[src/rtl/glyph_pixel_map.sv]
// glyph_pixel_map: decides whether the current VGA pixel lies on a lit dot of one 5x7 character cell.
module glyph_pixel_map #(
  parameter int GLYPH_SCALE = 2
) (
  input  logic        clk,
  input  logic        rst_n,
  input  logic [11:0] VGA_HORZ_COORD,
  input  logic [11:0] VGA_VERT_COORD,
  input  logic [11:0] base_horz,
  input  logic [11:0] base_vert,
  input  logic [5:0]  char_code,
  input  logic        digit_mode,
  input  logic [3:0]  digit,
  output logic [5:0]  digit_code,
  output logic        pixel_on
);
  logic [11:0] dx, dy;
  logic [5:0]  code, idx;
  logic [2:0]  col, row;
  logic [34:0] glyph;
  logic        in_cell, hit;
  // Rows packed top row first; row bit 4 is the leftmost column.
  function automatic logic [34:0] font(input logic [5:0] c);
    case (c)
      6'd0:  font = {5'h0E, 5'h11, 5'h11, 5'h1F, 5'h11, 5'h11, 5'h11};
      6'd1:  font = {5'h1E, 5'h11, 5'h11, 5'h1E, 5'h11, 5'h11, 5'h1E};
      6'd2:  font = {5'h0E, 5'h11, 5'h10, 5'h10, 5'h10, 5'h11, 5'h0E};
      6'd3:  font = {5'h1C, 5'h12, 5'h11, 5'h11, 5'h11, 5'h12, 5'h1C};
      6'd4:  font = {5'h1F, 5'h10, 5'h10, 5'h1E, 5'h10, 5'h10, 5'h1F};
      6'd5:  font = {5'h1F, 5'h10, 5'h10, 5'h1E, 5'h10, 5'h10, 5'h10};
      6'd6:  font = {5'h0E, 5'h11, 5'h10, 5'h17, 5'h11, 5'h11, 5'h0F};
      6'd7:  font = {5'h11, 5'h11, 5'h11, 5'h1F, 5'h11, 5'h11, 5'h11};
      6'd8:  font = {5'h0E, 5'h04, 5'h04, 5'h04, 5'h04, 5'h04, 5'h0E};
      6'd9:  font = {5'h07, 5'h02, 5'h02, 5'h02, 5'h02, 5'h12, 5'h0C};
      6'd10: font = {5'h11, 5'h12, 5'h14, 5'h18, 5'h14, 5'h12, 5'h11};
      6'd11: font = {5'h10, 5'h10, 5'h10, 5'h10, 5'h10, 5'h10, 5'h1F};
      6'd12: font = {5'h11, 5'h1B, 5'h15, 5'h15, 5'h11, 5'h11, 5'h11};
      6'd13: font = {5'h11, 5'h11, 5'h19, 5'h15, 5'h13, 5'h11, 5'h11};
      6'd14: font = {5'h0E, 5'h11, 5'h11, 5'h11, 5'h11, 5'h11, 5'h0E};
      6'd15: font = {5'h1E, 5'h11, 5'h11, 5'h1E, 5'h10, 5'h10, 5'h10};
      6'd16: font = {5'h0E, 5'h11, 5'h11, 5'h11, 5'h15, 5'h12, 5'h0D};
      6'd17: font = {5'h1E, 5'h11, 5'h11, 5'h1E, 5'h14, 5'h12, 5'h11};
      6'd18: font = {5'h0F, 5'h10, 5'h10, 5'h0E, 5'h01, 5'h01, 5'h1E};
      6'd19: font = {5'h1F, 5'h04, 5'h04, 5'h04, 5'h04, 5'h04, 5'h04};
      6'd20: font = {5'h11, 5'h11, 5'h11, 5'h11, 5'h11, 5'h11, 5'h0E};
      6'd21: font = {5'h11, 5'h11, 5'h11, 5'h11, 5'h11, 5'h0A, 5'h04};
      6'd22: font = {5'h11, 5'h11, 5'h11, 5'h15, 5'h15, 5'h15, 5'h0A};
      6'd23: font = {5'h11, 5'h11, 5'h0A, 5'h04, 5'h0A, 5'h11, 5'h11};
      6'd24: font = {5'h11, 5'h11, 5'h11, 5'h0A, 5'h04, 5'h04, 5'h04};
      6'd25: font = {5'h1F, 5'h01, 5'h02, 5'h04, 5'h08, 5'h10, 5'h1F};
      6'd26: font = {5'h0E, 5'h11, 5'h13, 5'h15, 5'h19, 5'h11, 5'h0E};
      6'd27: font = {5'h04, 5'h0C, 5'h04, 5'h04, 5'h04, 5'h04, 5'h0E};
      6'd28: font = {5'h0E, 5'h11, 5'h01, 5'h02, 5'h04, 5'h08, 5'h1F};
      6'd29: font = {5'h1F, 5'h02, 5'h04, 5'h02, 5'h01, 5'h11, 5'h0E};
      6'd30: font = {5'h02, 5'h06, 5'h0A, 5'h12, 5'h1F, 5'h02, 5'h02};
      6'd31: font = {5'h1F, 5'h10, 5'h1E, 5'h01, 5'h01, 5'h11, 5'h0E};
      6'd32: font = {5'h06, 5'h08, 5'h10, 5'h1E, 5'h11, 5'h11, 5'h0E};
      6'd33: font = {5'h1F, 5'h01, 5'h02, 5'h04, 5'h08, 5'h08, 5'h08};
      6'd34: font = {5'h0E, 5'h11, 5'h11, 5'h0E, 5'h11, 5'h11, 5'h0E};
      6'd35: font = {5'h0E, 5'h11, 5'h11, 5'h0F, 5'h01, 5'h02, 5'h0C};
      default: font = 35'd0;
    endcase
  endfunction
  assign digit_code = digit < 4'd10 ? 6'(digit) + 6'd26 : 6'd63;
  always_comb begin
    code    = digit_mode ? digit_code : char_code;
    dx      = VGA_HORZ_COORD - base_horz;
    dy      = VGA_VERT_COORD - base_vert;
    in_cell = dx < 12'(5 * GLYPH_SCALE) && dy < 12'(7 * GLYPH_SCALE);
    col     = 3'(dx / 12'(GLYPH_SCALE));
    row     = 3'(dy / 12'(GLYPH_SCALE));
    glyph   = font(code);
    idx     = in_cell ? 6'((6 - int'(row)) * 5 + 4 - int'(col)) : 6'd0;
    hit     = in_cell && glyph[idx];
  end
  always_ff @(posedge clk or negedge rst_n)
    if (!rst_n) pixel_on <= 1'b0;
    else pixel_on <= hit;
endmodule

[config.mk]
export PLATFORM = sky130hd
export DESIGN_NAME = glyph_pixel_map
export DESIGN_NICKNAME = d
export VERILOG_FILES = /design/src/rtl/glyph_pixel_map.sv
export SDC_FILE = /design/constraint.sdc
export NUM_CORES = 1
export LEC_CHECK = 0
export BUFFER_PORTS_ARGS = -buffer_cell sky130_fd_sc_hd__buf_2
export CORE_MARGIN = 5
export CORE_UTILIZATION = 40
export DETAILED_ROUTE_END_ITERATION = 8
export PLACE_DENSITY_LB_ADDON = 0.12
export SYNTH_ARGS = -nofsm -noshare
export SYNTH_HDL_FRONTEND = slang
export SYNTH_SLANG_ARGS = --single-unit
export TNS_END_PERCENT = 10
[constraint.sdc]
create_clock -name clk -period 0.8 [get_ports clk]
set_input_delay 0.04 -clock clk [delete_from_list [all_inputs] [get_ports clk]]
set_output_delay 0.04 -clock clk [all_outputs]
set_load 0.1 [all_outputs]
==> Word-level counts from Yosys, hierarchy flattened <==
Memory sizes are Yosys's and may differ from the RTL's.
Cells that the tools add are included.
{ "word_totals": {"ff_bits": 1, "rom_bits": 2240, "wordCells": 20, "n_memories": 1} }
{ "mem_list": {"columns": ["name", "words", "width", "read_ports", "rd_ports_with_merged_regs", "wr", "line", "rtl"], "rows": [
  ["(no name shown)", 64, 35, 1, 0, 0, "24", "case (c)"]
]} }
{ "classes": {"n_addsub": 6, "multipliers": 1, "magnitude_cmp": 4, "mux": 5, "reduce_logical": 2} }
{ "op_table": {"columns": ["cell", "n"], "rows": [
  ["12-bit by 4-bit less-than comparator with 1-bit output, second input constant", 2],
  ["12-bit subtractor", 2],
  ["6-bit 2-to-1 mux", 3],
  ["6-bit by 7-bit less-than comparator with 1-bit output, second input constant", 1],
  ["4-bit by 5-bit adder with 6-bit output, second input constant", 1],
  ["6-bit by 4-bit adder with 6-bit output, second input constant", 1],
  ["1-bit binary-select mux with 6-bit select", 1],
  ["4-bit by 4-bit multiplier with 6-bit output, second input constant", 1],
  ["6-bit by 4-bit subtractor with 6-bit output", 1],
  ["4-bit less-than comparator, second input constant", 1],
  ["3-bit by 3-bit subtractor with 4-bit output, first input constant", 1],
  ["1-bit logical AND", 2],
  ["1-bit 2-to-1 mux", 1]
]} }

==> Logic depth before layout (Yosys ltp) <==
Gate-level depths: netlist (run 1).
{ "logic_depth": {"ltp_word": 9, "ltp_mapped": 20} }

==> Worst setup path after synthesis (run 1) <==
OpenSTA, ideal clock, no wires.
{ "synth_path": {"path_type": "input to register", "startpoint": "input port VGA_VERT_COORD[0]", "endpoint": "register pixel_on", "setup_time_ns": 0.123, "arrival_ns": 4.040, "t_required_ns": 0.677, "path_slack_ns": -3.363, "path_stages": 18, "path_cell_list": "nand2b_1 > fa_1 > xor2_1 > ha_1 > xnor2_1 > ha_1 > ha_1 > fa_1 > inv_1 > fa_1 > xor2_1 > nor2b_1 > nand3_1 > o31ai_1 > o31ai_1 > o211ai_1 > a211oi_2 > o221a_1"} }
{ "synth_between": {"elab_chain_cells": 9, "word_cells_on_any_way": 11, "classes_between": "4 x add/sub; 1 x mul; 1 x order compare; 3 x mux; 2 x reduce/logical"} }
{ "synth_rtl": {"columns": ["item", "line", "rtl"], "rows": [
  ["start: declaration", "8", "input logic [11:0] VGA_VERT_COORD,"],
  ["12-bit subtractor (*)", "68", "dy = VGA_VERT_COORD - base_vert;"],
  ["3-bit by 3-bit subtractor with 4-bit output", "73", "idx = in_cell ? 6'((6 - int'(row)) * 5 + 4 - int'(col)) : 6'd0;"],
  ["4-bit by 4-bit multiplier with 6-bit output", "73", null],
  ["6-bit by 4-bit adder with 6-bit output", "73", null],
  ["6-bit by 4-bit subtractor with 6-bit output", "73", null],
  ["6-bit 2-to-1 mux", "73", null],
  ["1-bit binary-select mux with 6-bit select", "74", "hit = in_cell && glyph[idx];"],
  ["1-bit 2-to-1 mux (not written as such)", "74", null],
  ["1-bit logical AND (*)", "74", null],
  ["via hit", "21", "logic in_cell, hit;"],
  ["end signal: assignment", "78", "else pixel_on <= hit;"],
  ["end: declaration", "15", "output logic pixel_on"]
]} }
The timed path passes the listed nets; every way through them passes the cells marked *. The select of a mux whose other input is x is not followed.

==> Final worst setup path (run 1) <==
Same ends and word-level chain as after synthesis.

==> results.tsv, run 1 <==
stage	metric	value	unit
status	status	complete, but fails checks	
status	failing checks	negative setup slack	
layout	register with the most flip-flops	pixel_on	
logic_synthesis	Synth Instances	579	
setup_path	Worst EP arrival	3920	ps
place	number of port buffers	67	
layout	fin nets	926	
detailed_routing	WL/cell	16.99	um
flow_run	max-capacitance violation count	0	
setup_path	Worst Setup End Kind	flip-flop	
grt	pin count of the biggest net entering global routing	21	
detailed_routing	DRC violations left	0	
setup_path	Crit Path Class	in2reg	
sta	Final WS setup	-3184	ps
logic_synthesis	Syn Nets	691	
pwr	switching share of power	49.10	%
sta	worst hold slack	350.1	ps
floorplanning	total core area	0.009594	mm2
logic_synthesis	synth unique cells	88	
setup_path	crit path max fanout	4	
layout	final non-filler cell total	945	
floorplanning	Die X	108.4	um
sta	endpoints failing hold	0	
min_path	worst hold path class	in2async	
logic_synthesis	Most used DFF post-synth	dfrtp_1	
grt	first-pass GRT wire length	25700	um
layout	multi-input logic area	0.003755	mm2
place	Area after DPL	0.005913	mm2
grt	gr ovfl total	0	
grt	antenna violations before repair	0	
pwr	maximum VDD drop	0.002152	V
logic_synthesis	asr flop ratio synth	100.0	%
pwr	Flop pwr share	0.4	%
grt	GRT Overall Usage	26.81	%
floorplanning	starting density of the core	40.38	%
layout	number of diodes	0	
pwr	P_sw	5.809	mW
floorplanning	die height	108.4	um
logic_synthesis	Seq/Total Area, Yosys	0.6460	%
place	placed cells	942	
layout	top flop regs	pixel_on x1	
logic_synthesis	Avg Synthesized Cell Area	6.690	um2
place	DP HPWL	13410	um
sta	crit share post-route	498.0	%
layout	register area	25.02	um2
setup_path	Crit path required time	730	ps
setup_path	Worst Setup EP	pixel_on	
pwr	clock group share of total power	0	%
detailed_routing	post-route ant nets	0	
sta	max-slew violations	0	
sta	final setup vio count	7	
sta	minimum clock period	3984	ps
pwr	Power Dens Cells	1938	mW/mm2
logic_synthesis	Ys Warns	0	
layout	layout cells sized above 1	41.01	%
logic_synthesis	synthesized area	0.003874	mm2
grt	vias in the first global route	5340	
floorplanning	Core Rows	36	
floorplanning	die area	0.01175	mm2
detailed_routing	DR vias	5469	
detailed_routing	Post-Route WL	16060	um
sta	Slew Limit Headroom	64.97	%
layout	Fillers	873	
sta	fmax	251.0	MHz
setup_path	Worst setup SP type	input pin	
detailed_routing	1st-iter DRT viols	374	
sta	Worst-Margin Slew	523.7	ps
place	GPL Wtd Cong	1.042	
layout	Syn-to-layout area delta	57.59	%
floorplanning	IO Count	68	
pwr	total power	11.83	mW
sta	RSZ-0062 raised after global routing	yes	
pwr	leakage	2.918	nW
layout	max FFs per register	1	
layout	post-route cell area	0.006105	mm2
detailed_routing	detailed-router iteration count before antenna repair	5	
setup_path	Setup crit start	VGA_VERT_COORD[0]	
pwr	Internal	6.023	mW
detailed_routing	Vias/cell	5.787	
logic_synthesis	Post-synth EDFFs	0	
logic_synthesis	#FFs+latches synth	1	
pwr	Logic pwr share	99.6	%
layout	Core Util, Final	63.63	%
cts	Worst-path clk slew	0	ps
[Yosys cell counts, drive strengths merged (4+ instances only)]
| library cell | number | area share, % |
|---|---|---|
| a211o | 7 | 1.6 |
| clkbuf | 17 | 1.6 |
| xnor2 | 10 | 2.5 |
| ha | 44 | 14 |
| and2 | 4 | 0.68 |
| a31oi | 14 | 2.3 |
| nand2 | 56 | 5.5 |
| a21o | 9 | 1.8 |
| a21oi | 51 | 7.0 |
| inv | 40 | 3.9 |
| a211oi | 19 | 3.9 |
| and3 | 4 | 0.68 |
| or3 | 5 | 0.81 |
| nor2 | 52 | 5.0 |
| o21bai | 4 | 0.78 |
| o211ai | 15 | 3.0 |
| buf | 20 | 2.8 |
| nand2b | 10 | 1.6 |
| o31ai | 8 | 1.9 |
| or2 | 4 | 0.65 |
| nor3 | 22 | 2.8 |
| xor2 | 8 | 1.8 |
| mux2i | 6 | 1.6 |
| o22ai | 9 | 1.6 |
| o21ai | 36 | 4.7 |
| o221ai | 5 | 1.1 |
| nand3 | 18 | 2.3 |
| a22oi | 5 | 0.97 |
| fa | 7 | 3.6 |
| nor4 | 5 | 0.97 |
[worst min path at each step]
stage | start | to | slack [ps]
after floorplan | rst_n | pixel_on | -260
after global placement | rst_n | pixel_on | -180
after detailed placement | rst_n | pixel_on | -180
after CTS | rst_n | pixel_on | 350
after global routing | rst_n | pixel_on | 380
final | rst_n | pixel_on | 350
[power groups by stage]
stage                     registers [mW]  logic [mW]  clock network (mW)
after floorplan                   0.0515        6.61                   0
after global placement            0.0515        10.5                   0
after detailed placement          0.0515        10.7                   0
after CTS                         0.0515        10.9                   0
after global routing              0.0515        12.9                   0
final                             0.0515        11.8                   0
[worst max-delay path, stage by stage]
cell      delay [ps]
buf_6             90
nand2b_4         130
fa_2             370
xor2_2           210
ha_4             280
inv_2             30
fa_1             510
inv_2             40
fa_1             540
inv_2             50
fa_2             390
xor2_4           180
nor2b_4          150
and3_4           150
o31ai_2          220
o211ai_1         130
a211oi_2         200
o221a_1          190
[layout by cell type (no fill, tap or decap), types with 8 or more instances in the layout]
cell type  instances
a31oi_1           13
a211oi_1          17
xnor2_1            8
buf_2             58
inv_1             33
nand2_1           52
nand2b_1           8
nand3_1           18
a21o_1             8
o21ai_0           24
o211ai_1          14
buf_4            199
o21ai_1           11
o22ai_1            8
a21oi_1           45
nor2_1            52
nor3_1            21
ha_1              37
[what timing repair did]
action,4_1_cts,5_1_grt
hold endpoints to repair,1,0
pin swaps,2,13
hold buffers,1,0
setup endpoints to repair,7,7
gates resized for setup,19,16
buffers inserted,0,2
[final cells by class]
class / count / share of cell area [%]
Inverter: 40 / 2.501
Multi-Input combinational cell: 500 / 61.51
Sequential cell: 1 / 0.4099
Tap cell: 133 / 2.726
Timing Repair Buffer: 271 / 32.86
[logic make-up after synthesis]
group | share of synthesized area [%]
AO/OA/AOI/OAI | 40.96
XOR/XNOR | 4.264
adder cells (fa/ha/maj) | 17.83
buffers and inverters | 8.559
flip-flops | 0.6459
multiplexers | 1.841
AND/OR/NAND/NOR | 25.91
[through the flow]
stage,setup WS (ps),TNS [ps]
after global routing,-3361,-4513
after floorplan,-2978,-5731
after detailed placement,-3167,-4884
after CTS,-3160,-4131
final,-3184,-4138
after global placement,-3112,-4723
[routing by layer]
layer	wire (um)	up-vias	GRT usage, %
li1	-	2653	-
met1	6681	2527	34.59
met2	7646	237	46.95
met3	1046	52	1.970
met4	682	0	9.017
met5	0	-	0
(Power assumes the default switching activity.)
==> run 2: changes to the inputs <==
--- a/config.mk
+++ b/config.mk
@@ -10,6 +10,8 @@
 export CORE_UTILIZATION = 40
 export DETAILED_ROUTE_END_ITERATION = 8
 export PLACE_DENSITY_LB_ADDON = 0.12
+export SKIP_LAST_GASP = 1
+export SLEW_MARGIN = 30
 export SYNTH_ARGS = -nofsm -noshare
 export SYNTH_HDL_FRONTEND = slang
 export SYNTH_SLANG_ARGS = --single-unit
==> run 2 against run 1 <==
  * The flow still finishes with violations (negative setup slack)
  * Via count is 0.57% lower
  * Fmax hardly changed
  * Die area stayed put
  * Utilization is 1.8 points lower
  * Combinational power is 8% lower
  * Flip-flop and latch count stayed put
  * Setup slack worse by 2.2 ps
  * Critical endpoint unchanged
  * Largest cell class unchanged
  * Largest power group unchanged
==> results.tsv, run 2 (synthesis results as in run 1) <==
stage	metric	value	unit
sta	crit share post-route	498.3	%
detailed_routing	DR vias	5438	
layout	highest-count cells in the layout ignoring fill and taps	200 x buf_4, 61 x buf_2, 54 x nand2_1, 52 x nor2_1, 46 x a21oi_1	
sta	minimum clock period	3986	ps
pwr	Logic pwr share	99.5	%
setup_path	Crit Path Class	in2reg	
floorplanning	die area	0.01175	mm2
detailed_routing	detailed-router iteration count before antenna repair	7	
place	GPL Wtd Cong	1.042	
layout	final non-filler cell total	943	
layout	number of diodes	0	
cts	Worst-path clk slew	0	ps
detailed_routing	Post-Route WL	15750	um
floorplanning	total core area	0.009594	mm2
floorplanning	Core Rows	36	
pwr	Flop pwr share	0.5	%
setup_path	Crit path required time	730	ps
pwr	Power Dens Cells	1847	mW/mm2
sta	Final WS setup	-3186	ps
floorplanning	starting density of the core	40.38	%
place	number of port buffers	67	
pwr	clock group share of total power	0	%
status	failing checks	negative setup slack	
grt	antenna violations before repair	0	
place	placed cells	942	
detailed_routing	1st-iter DRT viols	422	
layout	layout cells sized above 1	38.27	%
detailed_routing	WL/cell	16.71	um
sta	max-slew violations	0	
status	status	complete, but fails checks	
layout	register with the most flip-flops	pixel_on	
sta	final setup vio count	7	
grt	first-pass GRT wire length	25450	um
layout	top flop regs	pixel_on x1	
detailed_routing	Vias/cell	5.767	
layout	Syn-to-layout area delta	53.23	%
flow_run	max-capacitance violation count	0	
cts	Setup Fix Bufs, Post-CTS	0	
min_path	worst hold path class	in2async	
sta	fmax	250.9	MHz
setup_path	Worst setup SP type	input pin	
setup_path	Worst EP arrival	3920	ps
place	DP HPWL	13410	um
sta	Worst-Margin Slew	554.8	ps
floorplanning	Die X	108.4	um
detailed_routing	DRC violations left	0	
pwr	Internal	5.471	mW
detailed_routing	post-route ant nets	0	
place	Area after DPL	0.005913	mm2
setup_path	Worst Setup End Kind	flip-flop	
sta	Slew Limit Headroom	62.90	%
layout	fin nets	924	
floorplanning	IO Count	68	
grt	GRT Overall Usage	26.54	%
pwr	maximum VDD drop	0.001941	V
grt	vias in the first global route	5299	
layout	commonest non-fill, non-tap cell in the layout	buf_4	
layout	max FFs per register	1	
pwr	P_sw	5.494	mW
floorplanning	die height	108.4	um
grt	pin count of the biggest net entering global routing	21	
sta	endpoints failing hold	0	
grt	gr ovfl total	0	
layout	post-route cell area	0.005936	mm2
setup_path	crit path max fanout	5	
place	dpl ws	-3167	ps
pwr	switching share of power	50.10	%
pwr	leakage	2.891	nW
sta	RSZ-0062 raised after global routing	yes	
run 2: layout make-up:
class                           instances  area, um2
Timing Repair Buffer                  269       1957
Tap cell                              133      166.4
Fill cell                             880       3659
Sequential cell                         1      25.02
Multi-Input combinational cell        500       3637
Inverter                               40      150.1
run 2: worst paths after layout:
path	start	endpoint	cells after the start
worst max-delay path	VGA_VERT_COORD[0]	pixel_on	19
worst min-delay path	rst_n	pixel_on	2
max in group asynchronous	rst_n	pixel_on	2
min in group clk	pixel_on	pixel_on	1
run 2: what timing repair did:
item,in CTS,in global routing
endpoints found under the setup margin,7,7
hold buffers,1,0
gates resized for setup,0,1
endpoints found under the hold margin,1,0
pin swaps,0,1
run 2: metal layers:
layer / vias to the layer above / GRT usage (%) / share of wire, % / wire [um]
li1: 2642 / - / - / -
met4: 0 / 9.017 / 4.1 / 643
met5: - / 0 / 0 / 0
met3: 46 / 1.970 / 6.9 / 1084
met2: 240 / 46.25 / 47 / 7422
met1: 2510 / 34.37 / 42 / 6604
run 2: stage by stage:
| step | TNS, ps | util [%] | hold slack (ps) | power (mW) |
|---|---|---|---|---|
| 3_3_place_gp | -4723 | 61.63 | -184.0 | 10.58 |
| 2_1_floorplan | -5731 | - | -255.6 | 6.664 |
| 3_5_place_dp | -4884 | 61.63 | -180.1 | 10.78 |
| 4_1_cts | -4905 | 61.74 | 348.9 | 10.82 |
| 6_report | -4911 | 61.87 | 350.0 | 10.96 |
| 5_1_grt | -5348 | 61.87 | 377.2 | 12.05 |
run 2: power by group through the flow:
stage          clock network (mW)  registers [mW]  logic, mW
5_1_grt                         0          0.0515       12.0
3_3_place_gp                    0          0.0515       10.5
6_report                        0          0.0515       10.9
3_5_place_dp                    0          0.0515       10.7
4_1_cts                         0          0.0515       10.8
2_1_floorplan                   0          0.0515       6.61
run 2: worst max-delay path: stages:
cell,delay (ps)
buf_2,100
nand2b_4,140
fa_2,390
xor2_1,160
ha_1,210
xnor2_2,140
ha_1,300
ha_2,260
ha_1,290
ha_1,160
inv_1,70
fa_2,420
xor2_4,180
nor2b_4,140
and3_1,170
o31ai_1,250
o211ai_1,140
a211oi_2,150
o221a_1,200
